`config.mk`:
```
export PLATFORM = sky130hd
export DESIGN_NAME = alu_muldiv_seq
export DESIGN_NICKNAME = d
export VERILOG_FILES = /design/src/rtl/alu_muldiv_pkg.sv /design/src/rtl/alu_muldiv_seq.sv
export SDC_FILE = /design/constraint.sdc
export NUM_CORES = 1
export LEC_CHECK = 0
export BUFFER_PORTS_ARGS = -buffer_cell sky130_fd_sc_hd__clkbuf_2
export CAP_MARGIN = 10
export CORE_ASPECT_RATIO = 2
export CORE_MARGIN = 2
export CORE_UTILIZATION = 30
export DETAILED_ROUTE_END_ITERATION = 8
export PLACE_DENSITY = 0.49
export SYNTH_ARGS = -nofsm -noshare
export SYNTH_HDL_FRONTEND = slang
export SYNTH_SLANG_ARGS = --single-unit
export TNS_END_PERCENT = 50
```
`constraint.sdc`:
```
create_clock -name clk -period 3.8 [get_ports clk]
set_input_delay 0.19 -clock clk [delete_from_list [all_inputs] [get_ports clk]]
set_output_delay 0.19 -clock clk [all_outputs]
set_load 0.1 [all_outputs]
```
`src/rtl/alu_muldiv_pkg.sv`:
```
// Shared types and constants for the iterative MUL/DIVU/REMU sequencer.
package alu_muldiv_pkg;

    typedef enum logic [1:0] {
        OP_MUL  = 2'b00,
        OP_DIVU = 2'b01,
        OP_REMU = 2'b10,
        OP_RSVD = 2'b11
    } op_t;

    typedef enum logic [1:0] {
        S_IDLE = 2'b00,
        S_RUN  = 2'b01,
        S_DONE = 2'b10
    } state_t;

    localparam logic [2:0] ALU_ADD = 3'b000;
    localparam logic [2:0] ALU_SUB = 3'b001;
    localparam int         ITERS   = 32;

endpackage

```
`src/rtl/alu_muldiv_seq.sv`:
```
// Multi-cycle MUL (low word), DIVU and REMU built on the shared external ALU,
// using shift-add multiplication and restoring division, one bit per cycle.
module alu_muldiv_seq
    import alu_muldiv_pkg::*;
#(
    parameter int WIDTH = 32,
    parameter int CNT_W = 5
) (
    input  logic             clk,
    input  logic             reset,
    input  logic             Start,
    input  logic [1:0]       Op,
    input  logic [WIDTH-1:0] OpA,
    input  logic [WIDTH-1:0] OpB,
    output logic             Busy,
    output logic             Done,
    output logic [WIDTH-1:0] Result,
    output logic [WIDTH-1:0] AluSrcA,
    output logic [WIDTH-1:0] AluSrcB,
    output logic [2:0]       AluControl,
    input  logic [WIDTH-1:0] AluResult
);

    state_t           state_q, state_d;
    op_t              op_q, op_d, op_in;
    logic [CNT_W-1:0] cnt_q, cnt_d;
    // acc: product accumulator (MUL) or partial remainder (DIV/REM).
    // a:   multiplicand shifting left (MUL) or dividend/quotient shifting left (DIV/REM).
    // b:   multiplier shifting right (MUL) or the constant divisor (DIV/REM).
    logic [WIDTH-1:0] acc_q, acc_d;
    logic [WIDTH-1:0] a_q, a_d;
    logic [WIDTH-1:0] b_q, b_d;
    logic [WIDTH-1:0] result_q, result_d;
    logic [WIDTH-1:0] p;
    logic [WIDTH-1:0] fin;
    logic             borrow;
    logic             sub;

    assign Busy   = (state_q == S_RUN);
    assign Done   = (state_q == S_DONE);
    assign Result = result_q;
    assign op_in  = op_t'(Op);

    always_comb begin
        state_d    = state_q;
        op_d       = op_q;
        cnt_d      = cnt_q;
        acc_d      = acc_q;
        a_d        = a_q;
        b_d        = b_q;
        result_d   = result_q;
        fin        = acc_q;
        AluSrcA    = '0;
        AluSrcB    = '0;
        AluControl = ALU_ADD;

        // Trial subtraction of the divisor from the shifted partial remainder.
        // hi is the bit shifted out of rem; when set, p+2^32 always exceeds
        // the divisor, so the subtraction is taken regardless of borrow.
        p      = {acc_q[WIDTH-2:0], a_q[WIDTH-1]};
        borrow = (~p[WIDTH-1] & b_q[WIDTH-1])
               | (~(p[WIDTH-1] ^ b_q[WIDTH-1]) & AluResult[WIDTH-1]);
        sub    = acc_q[WIDTH-1] | ~borrow;

        case (state_q)
            S_RUN: begin
                cnt_d = cnt_q + 1'b1;
                if (op_q == OP_MUL) begin
                    AluSrcA    = acc_q;
                    AluSrcB    = a_q;
                    AluControl = ALU_ADD;
                    if (b_q[0]) acc_d = AluResult;
                    a_d = a_q << 1;
                    b_d = b_q >> 1;
                    fin = acc_d;
                end else begin
                    AluSrcA    = p;
                    AluSrcB    = b_q;
                    AluControl = ALU_SUB;
                    acc_d      = sub ? AluResult : p;
                    a_d        = {a_q[WIDTH-2:0], sub};
                    fin        = (op_q == OP_REMU) ? acc_d : a_d;
                end
                if (cnt_q == CNT_W'(ITERS - 1)) begin
                    state_d  = S_DONE;
                    result_d = fin;
                end
            end
            default: begin
                state_d = S_IDLE;
                if (Start) begin
                    op_d  = op_in;
                    cnt_d = '0;
                    acc_d = '0;
                    a_d   = OpA;
                    b_d   = OpB;
                    if (op_in == OP_RSVD) begin
                        state_d  = S_DONE;
                        result_d = '0;
                    end else if (op_in == OP_DIVU && OpB == '0) begin
                        state_d  = S_DONE;
                        result_d = '1;
                    end else if (op_in == OP_REMU && OpB == '0) begin
                        state_d  = S_DONE;
                        result_d = OpA;
                    end else begin
                        state_d = S_RUN;
                    end
                end
            end
        endcase
    end

    always_ff @(posedge clk) begin
        if (reset) begin
            state_q  <= S_IDLE;
            cnt_q    <= '0;
            result_q <= '0;
        end else begin
            state_q  <= state_d;
            cnt_q    <= cnt_d;
            result_q <= result_d;
        end
    end

    // Operand/working registers need no reset: they are only observed in RUN.
    always_ff @(posedge clk) begin
        op_q  <= op_d;
        acc_q <= acc_d;
        a_q   <= a_d;
        b_q   <= b_d;
    end

endmodule

```
==> metrics.cfg, run 1 <==
[run_status]
status = finished clean

[worst_setup_path]
timing.rr.start = acc_q[30]$_SDFFCE_PN0N_
worst_ep_required_time_ns = 3.61
cp_max_fo = 42
cp-start-kind = flop
crit_path_end = AluSrcA[27]
critPathSlowestCell = or2_4
r2r-end = acc_q[4]$_SDFFCE_PN0N_
startpoint = op_q[1]$_DFFE_PP_
reg2reg_depth = 9
slowest_delay_ns = 0.52
cp_cell_sequence = or2_4, buf_4, nand2_1, a21oi_1, clkbuf_2
rrSetupSlack_ns = 1.10
cp-end-kind = output port
arrival_ns = 2.65
setup.worst_path.class = reg -> out

[timing]
worst_slack_ns = 0.957
skew_ns = 0.00930
worst_pin_slew_ns = 1.10
rsz0062_at_grt = false
fmax_mhz = 352
slew_viol_final = 0
hold_slack_ns = 0.0267
setup-tns-final_ns = 0
hold_viol_final = 0
finalSetupViolations = 0
finalCritPeriodShare = 0.748
relSlewSlack = 0.262
post-route-min-period_ns = 2.84

[clocking]
cts.path.max_buffers = 2
cts_sinks = 137
cts_buffers = 17
cts-resized-gates = 0
root_buffer = clkbuf_16
cts.clk_slew.worst_paths_ns = 0.05
cts-htree-levels = 4
worstSkewPairLatency_ns = 0.43
tritoncts = done
cts_setup_buffers = 0

[place]
dpl_cell_area_sq_um = 9560
post-place-cells = 1539
port_buffers = 199
place.gp.congestion = 0.860
dp_hpwl_um = 20900
post-place-ws_ns = 1.11

[job]
cap_viol_max_count = 0

[power]
leakagePower_nw = 4.25
finalPower_mw = 5.04
peakVddDrop_uv = 302
power_per_cell_area_nw_per_um2 = 498

[floorplan]
initial_utilization = 0.303
rows = 86
dieHeight_um = 239
boundaryPins = 202
die_w_um = 122
core_sq_um = 27400
die-area_sq_um = 29100

[route]
ant_nets = 0
drc_errors = 0
vias = 8202
routedWlPerCell_um = 19.3
drt-pass1-iter-count = 5
avgViaCountPerCell = 5.21
drtIter0Drc = 638
routed_wl_um = 30300

[layout]
fillers = 2949
design_area_sq_um = 10100
mostFrequentLayoutCells = 326 x nand2_1, 199 x clkbuf_2, 103 x nor2_1
final_common_cell = nand2_1
drive_gt1_frac = 0.231
final_cells = 1573
nets = 1311
fin_util = 0.369
area_growth_pct = 21.9

[synthesis]
netlist_instances = 1064
synth.avg_cell_area_sq_um = 7.81
ys_warn_count = 0
synthArstFlopShare = 0
yosysSeqAreaShare = 0.448
synth_edf_count = 98
synth_top_cell_area_share = 0.354
synth-seq-cells = 137
synthTopCellsByArea = edfxtp_1 35%, nand2_1 15%, dfxtp_1 9.4%, a21oi_1 6.0%, nor2_1 4.8%
ys.flop_type = edfxtp_1
syn-cell-area_sq_um = 8310
yosys.area.top_type = edfxtp_1
synth_cell_types = 42

[grt]
grt_max_degree = 169
antenna_found_initial = 1
grt_pass1_wl_um = 46300
grt_usage = 0.208
gr-total-overflow = 0
grt_pass1_vias = 8081

[hold_path]
min_path_type = in -> reg

[power by group]
part / internal [mW] / switching (mW) / leakage, nW / total [mW]
Clock: 0.965 / 0.649 / 0.284 / 1.61
Combinational: 0.336 / 1.13 / 2.65 / 1.46
Sequential: 1.80 / 0.160 / 1.31 / 1.96
[critical path: cells and delay by family, from the launching register on]
family | cells | cell delay (ns)
compound gates | 1 | 0.27
flops | 1 | 0.44
buf+inv | 2 | 0.88
simple gates | 2 | 0.60
[flip-flops by register name, indices dropped and copies added (netlist names)]
name	flops
Result	32
a_q	32
acc_q	32
b_q	32
cnt_q	5
op_q	2
state_q	2
[synth_stat cells (2+ instances only)]
cell	instances
o21ai_0	7
nand4_1	2
ha_1	3
and2_1	2
o21ai_1	32
a221oi_1	32
buf_1	8
nand3b_1	4
clkbuf_1	61
dfxtp_1	39
nor4_1	8
nand3_1	62
a31o_2	23
edfxtp_1	98
or3_1	2
o221ai_1	30
inv_1	35
or2_2	2
a21oi_1	99
nor2b_1	3
a31o_1	7
buf_2	21
nor2_1	106
buf_4	2
and3_1	2
buf_6	3
mux2i_1	31
nand2_1	326
[final cells by class]
class	instances	area, sq um	area share
multi-input combinational	796	4080	0.403
clock inverter	8	67.6	0.00667
clock buffer	24	492	0.0485
timing repair buffer	219	1190	0.117
inverter	36	136	0.0135
tap	352	440	0.0435
antenna	1	2.50	0.000247
sequential	137	3720	0.368
[routing by layer]
layer,global-route usage,part of all wire
met5,0,0
met4,0.0822,0.028
met3,0.0374,0.049
met2,0.361,0.52
met1,0.252,0.41
[cells by family after synthesis]
group,share of synthesized area
AOI/OAI and AO/OA,0.187
adders and majority gates,0.00452
buffers and inverters,0.0665
DFF,0.448
muxes,0.0387
other,0.000451
and+or+nand+nor,0.255
[how the worst min path moves through the flow]
| stage | from | endpoint | depth (start not counted) | slack, ns |
|---|---|---|---|---|
| after global routing | Op[0] | op_q[0]$_DFFE_PP_ | 1 | 0.02 |
| final | Op[0] | op_q[0]$_DFFE_PP_ | 1 | 0.03 |
| after CTS | Op[0] | op_q[0]$_DFFE_PP_ | 1 | 0.006 |
| after global placement | Op[1] | op_q[1]$_DFFE_PP_ | 1 | 0.44 |
| after floorplan | Op[0] | op_q[0]$_DFFE_PP_ | 0 | 0.29 |
| after detailed placement | Op[1] | op_q[1]$_DFFE_PP_ | 1 | 0.43 |
[timing repair]
item / in CTS / in global routing
hold endpoints to repair: 1 / 0
hold buffers: 1 / 0
endpoints found under the setup margin: 0 / 0
Power figures use the tool's default switching activity.
==> run 2, diff against run 1 <==
==> constraint.sdc (replaced) <==
create_clock -name clk -period 2.97 [get_ports clk]
set_input_delay 0.1485 -clock clk [delete_from_list [all_inputs] [get_ports clk]]
set_output_delay 0.1485 -clock clk [all_outputs]
set_load 0.1 [all_outputs]
==> metrics.cfg, run 2 (synthesized netlist as in run 1, its figures left out) <==
[power]
power_per_cell_area_nw_per_um2 = 605
seqPwrFrac = 0.367
p_int_mw = 4.33
finalPower_mw = 6.86
p_comb_frac = 0.309
peakVddDrop_uv = 287
clockPowerShare = 0.325
swShare = 0.368
leakagePower_nw = 4.58
power_switching_mw = 2.53

[place]
dpl_cell_area_sq_um = 10600
dp_hpwl_um = 21300
post-place-cells = 1542
post-place-ws_ns = 0.423
port_buffers = 199
place.gp.congestion = 0.866

[route]
drt-pass1-iter-count = 5
routedWlPerCell_um = 19.7
drtIter0Drc = 668
avgViaCountPerCell = 5.32
vias = 8453
routed_wl_um = 31400
ant_nets = 0
drc_errors = 0

[grt]
grt_pass1_wl_um = 47800
antenna_found_initial = 2
grt_usage = 0.215
grt.met3_usage = 0.0307
grt_max_degree = 168
grtUsageMet2 = 0.375
top_usage_layer = met2
met1_usage = 0.259
grt_pass1_vias = 8280
gr-total-overflow = 0

[clocking]
root_buffer = clkbuf_16
cts_buffers = 17
cts-htree-levels = 4
cts.clk_slew.worst_paths_ns = 0.06
tritoncts = done
worstSkewPairLatency_ns = 0.43
cts_sinks = 137
cts_setup_buffers = 0
cts.path.max_buffers = 2

[floorplan]
die_w_um = 122
initial_utilization = 0.303
boundaryPins = 202
core_sq_um = 27400
rows = 86
die-area_sq_um = 29100
dieHeight_um = 239

[timing]
skew_ns = 0.00713
relSlewSlack = 0.279
finalSetupViolations = 0
setup-tns-final_ns = 0
worst_pin_slew_ns = 1.08
hold_viol_final = 0
rsz0062_at_grt = false
hold_slack_ns = 0.00991
fmax_mhz = 369
slew_viol_final = 0
post-route-min-period_ns = 2.71
finalCritPeriodShare = 0.912
worst_slack_ns = 0.261

[worst_setup_path]
arrival_ns = 2.56
setup.worst_path.class = reg -> out
worst_ep_required_time_ns = 2.82
cp_cell_sequence = or2_4, buf_4, nand2_1, a21oi_1, buf_12
cp.buffers_inverters = 2
cp-start-kind = flop
startpoint = op_q[0]$_DFFE_PP_
critPathSlowestCell = or2_4
cp_max_fo = 51
cp-end-kind = output port
slowest_delay_ns = 0.64
timing.rr.start = acc_q[30]$_SDFFCE_PN0N_
critPathTopFamily = simple AND/OR/NAND/NOR gates

[layout]
design_area_sq_um = 11300
mostFrequentLayoutCells = 326 x nand2_1, 133 x clkbuf_2, 102 x nor2_1
fin_util = 0.413
final_cells = 1589
area_growth_pct = 36.3
nets = 1327
drive_gt1_frac = 0.231
final_common_cell = nand2_1

[job]
cap_viol_max_count = 0

[hold_path]
hold_start = OpB[14]
min_path_type = in -> reg

[run_status]
status = finished clean

## run 2: cell count changes in the layout (fill, tap and decap cells not counted), moves of 3 or more
cell / change
dlygate4sd3_1: +13
clkbuf_2: -66
clkinv_1: +3
buf_12: +67
## run 2: final cells by class
class / instances / area (sq um)
Antenna cell: 1 / 2.50
Clock buffer: 22 / 484
Clock inverter: 10 / 121
Fill cell: 2826 / 16100
Inverter: 36 / 136
Multi-Input combinational cell: 796 / 4090
Sequential cell: 137 / 3720
Tap cell: 352 / 440
Timing Repair Buffer: 235 / 2340
## run 2: repair_timing
action | in CTS | in global routing
hold buffers | 14 | 0
hold endpoints to repair | 14 | 0
resized for setup | 0 | 0
## run 2: worst paths after layout
kind	to	slack, ns	cells after the start
setup / recovery	AluSrcA[28]	0.26	5
hold / removal	b_q[14]$_DFFE_PP_	0.01	3
setup reg to reg	Result[15]$_SDFFE_PP0P_	0.40	8
hold reg to reg	Result[17]$_SDFFE_PP0P_	0.47	2
## run 2: power groups by stage
stage,Clock (mW),Combinational (mW),Sequential [mW]
2_1_floorplan,0,1.22,2.70
3_3_place_gp,0,2.09,2.55
3_5_place_dp,0,2.10,2.56
4_1_cts,2.25,2.12,2.52
5_1_grt,2.32,2.25,2.55
6_report,2.23,2.12,2.52
## run 2: tightest hold or removal path: cells and delay by family
kind                   cells  cell delay [ns]
buffers and inverters      1             0.09
AND/OR/NAND/NOR            2             0.10
## run 2: layer usage
layer | vias up | routed length (um)
li1 | 4033 | -
met1 | 4031 | 12200
met2 | 324 | 16400
met3 | 63 | 1630
met4 | 2 | 1070
met5 | - | 11
==> run 3, diff against run 2 <==
--- a/config.mk
+++ b/config.mk
@@ -9,9 +9,9 @@
 export CAP_MARGIN = 10
 export CORE_ASPECT_RATIO = 2
 export CORE_MARGIN = 2
-export CORE_UTILIZATION = 30
+export CORE_UTILIZATION = 50
 export DETAILED_ROUTE_END_ITERATION = 8
-export PLACE_DENSITY = 0.49
+export PLACE_DENSITY = 0.74
 export SYNTH_ARGS = -nofsm -noshare
 export SYNTH_HDL_FRONTEND = slang
 export SYNTH_SLANG_ARGS = --single-unit
==> metrics.cfg, run 3 (synthesized netlist as in run 1, its figures left out) <==
[run_status]
status = finished clean

[floorplan]
boundaryPins = 202
dieHeight_um = 186
die-area_sq_um = 17700
core_sq_um = 16300
rows = 66
die_w_um = 95.2
initial_utilization = 0.511

[place]
port_buffers = 199
post-place-cells = 1394
place.gp.congestion = 0.903
dp_hpwl_um = 19100

[timing]
finalSetupViolations = 0
setup-tns-final_ns = 0
slew_viol_final = 0
relSlewSlack = 0.284
skew_ns = 0.00967
post-route-min-period_ns = 2.75
finalCritPeriodShare = 0.926
worst_pin_slew_ns = 1.07
fmax_mhz = 364
hold_viol_final = 0
rsz0062_at_grt = false

[grt]
grt_usage = 0.317
grt_pass1_wl_um = 43700
gr-total-overflow = 0
antenna_found_initial = 2
grt_max_degree = 104
grt_pass1_vias = 8324

[route]
avgViaCountPerCell = 5.99
routed_wl_um = 27700
drtIter0Drc = 733
drt-pass1-iter-count = 7
routedWlPerCell_um = 19.4
ant_nets = 0
vias = 8583
drc_errors = 0

[worst_setup_path]
cp-start-kind = flop
cp_max_fo = 53
rrSetupSlack_ns = 0.44
reg2reg_depth = 8
worst_ep_required_time_ns = 2.82
cp-end-kind = output port
arrival_ns = 2.60
r2r-end = Result[30]$_SDFFE_PP0P_
setup.worst_path.class = reg -> out
timing.rr.start = acc_q[30]$_SDFFCE_PN0N_

[hold_path]
min_path_cells = 3
hold_start = OpB[14]
holdPathEnd = b_q[14]$_DFFE_PP_
min_path_type = in -> reg

[clocking]
cts.path.max_buffers = 2
cts_setup_buffers = 0
root_buffer = clkbuf_16
cts_buffers = 17
cts-htree-levels = 4
cts-resized-gates = 0
tritoncts = done
cts_hold_buf = 3
cts.clk_slew.worst_paths_ns = 0.06
cts_sinks = 137
worstSkewPairLatency_ns = 0.43

[power]
power_per_cell_area_nw_per_um2 = 614
leakagePower_nw = 4.54
peakVddDrop_uv = 473

[layout]
area_growth_pct = 33.0
drive_gt1_frac = 0.233
final_common_cell = nand2_1
final_cells = 1432
nets = 1317
mostFrequentLayoutCells = 326 x nand2_1, 134 x clkbuf_2, 102 x nor2_1

[job]
cap_viol_max_count = 0

-- run 3: final cells by class --
cell class              instances  area, sq um
diodes                          2         5.00
clock buffers                  24          482
clock inverters                 8          120
fillers                      1314         5210
inverters                      36          135
multi-input cells             796         4080
flip-flops and latches        137         3720
well taps                     204          255
repair buffers                225         2260
-- run 3: critical path, stage by stage (launching register included) --
cell	delay, ns
edfxtp_1	0.50
or2_4	0.61
buf_4	0.34
nand2_1	0.09
a21oi_1	0.39
buf_12	0.24
-- run 3: power breakdown --
| part | internal, mW | total, mW | switching [mW] |
|---|---|---|---|
| clock network | 1.38 | 2.18 | 0.801 |
| registers | 2.31 | 2.52 | 0.211 |
| logic | 0.623 | 2.08 | 1.46 |
| total | 4.32 | 6.79 | 2.47 |
-- run 3: stage by stage --
step                power, mW   util  setup WS, ns  hold WS (ns)  instance area, sq um
floorplan                3.91      -        0.0110         0.247                  8320
global placement         4.58  0.640         0.574         0.378                 10400
detailed placement       4.61  0.640         0.472         0.376                 10400
CTS                      6.77  0.678         0.255      0.000332                 11000
global route             7.01  0.680         0.152        0.0183                 11100
finish                   6.79  0.680         0.219       0.00725                 11100
-- run 3: worst max path at each step --
stage / cells after the start / startpoint / slack (ns) / end
2_1_floorplan: 8 / op_q[0]$_DFFE_PP_ / 0.01 / AluSrcB[0]
3_3_place_gp: 8 / acc_q[30]$_SDFFCE_PN0N_ / 0.57 / Result[30]$_SDFFE_PP0P_
3_5_place_dp: 8 / acc_q[30]$_SDFFCE_PN0N_ / 0.47 / Result[30]$_SDFFE_PP0P_
4_1_cts: 5 / op_q[0]$_DFFE_PP_ / 0.26 / AluSrcA[29]
6_report: 5 / op_q[0]$_DFFE_PP_ / 0.22 / AluSrcA[29]
5_1_grt: 5 / op_q[0]$_DFFE_PP_ / 0.15 / AluSrcA[29]
-- run 3: routing by layer --
metal | up-vias | GRT usage | share of wire
met5 | - | 0 | 0
met4 | 0 | 0.164 | 0.046
met3 | 96 | 0.0577 | 0.083
met2 | 478 | 0.541 | 0.53
met1 | 3994 | 0.367 | 0.34
li1 | 4015 | - | -
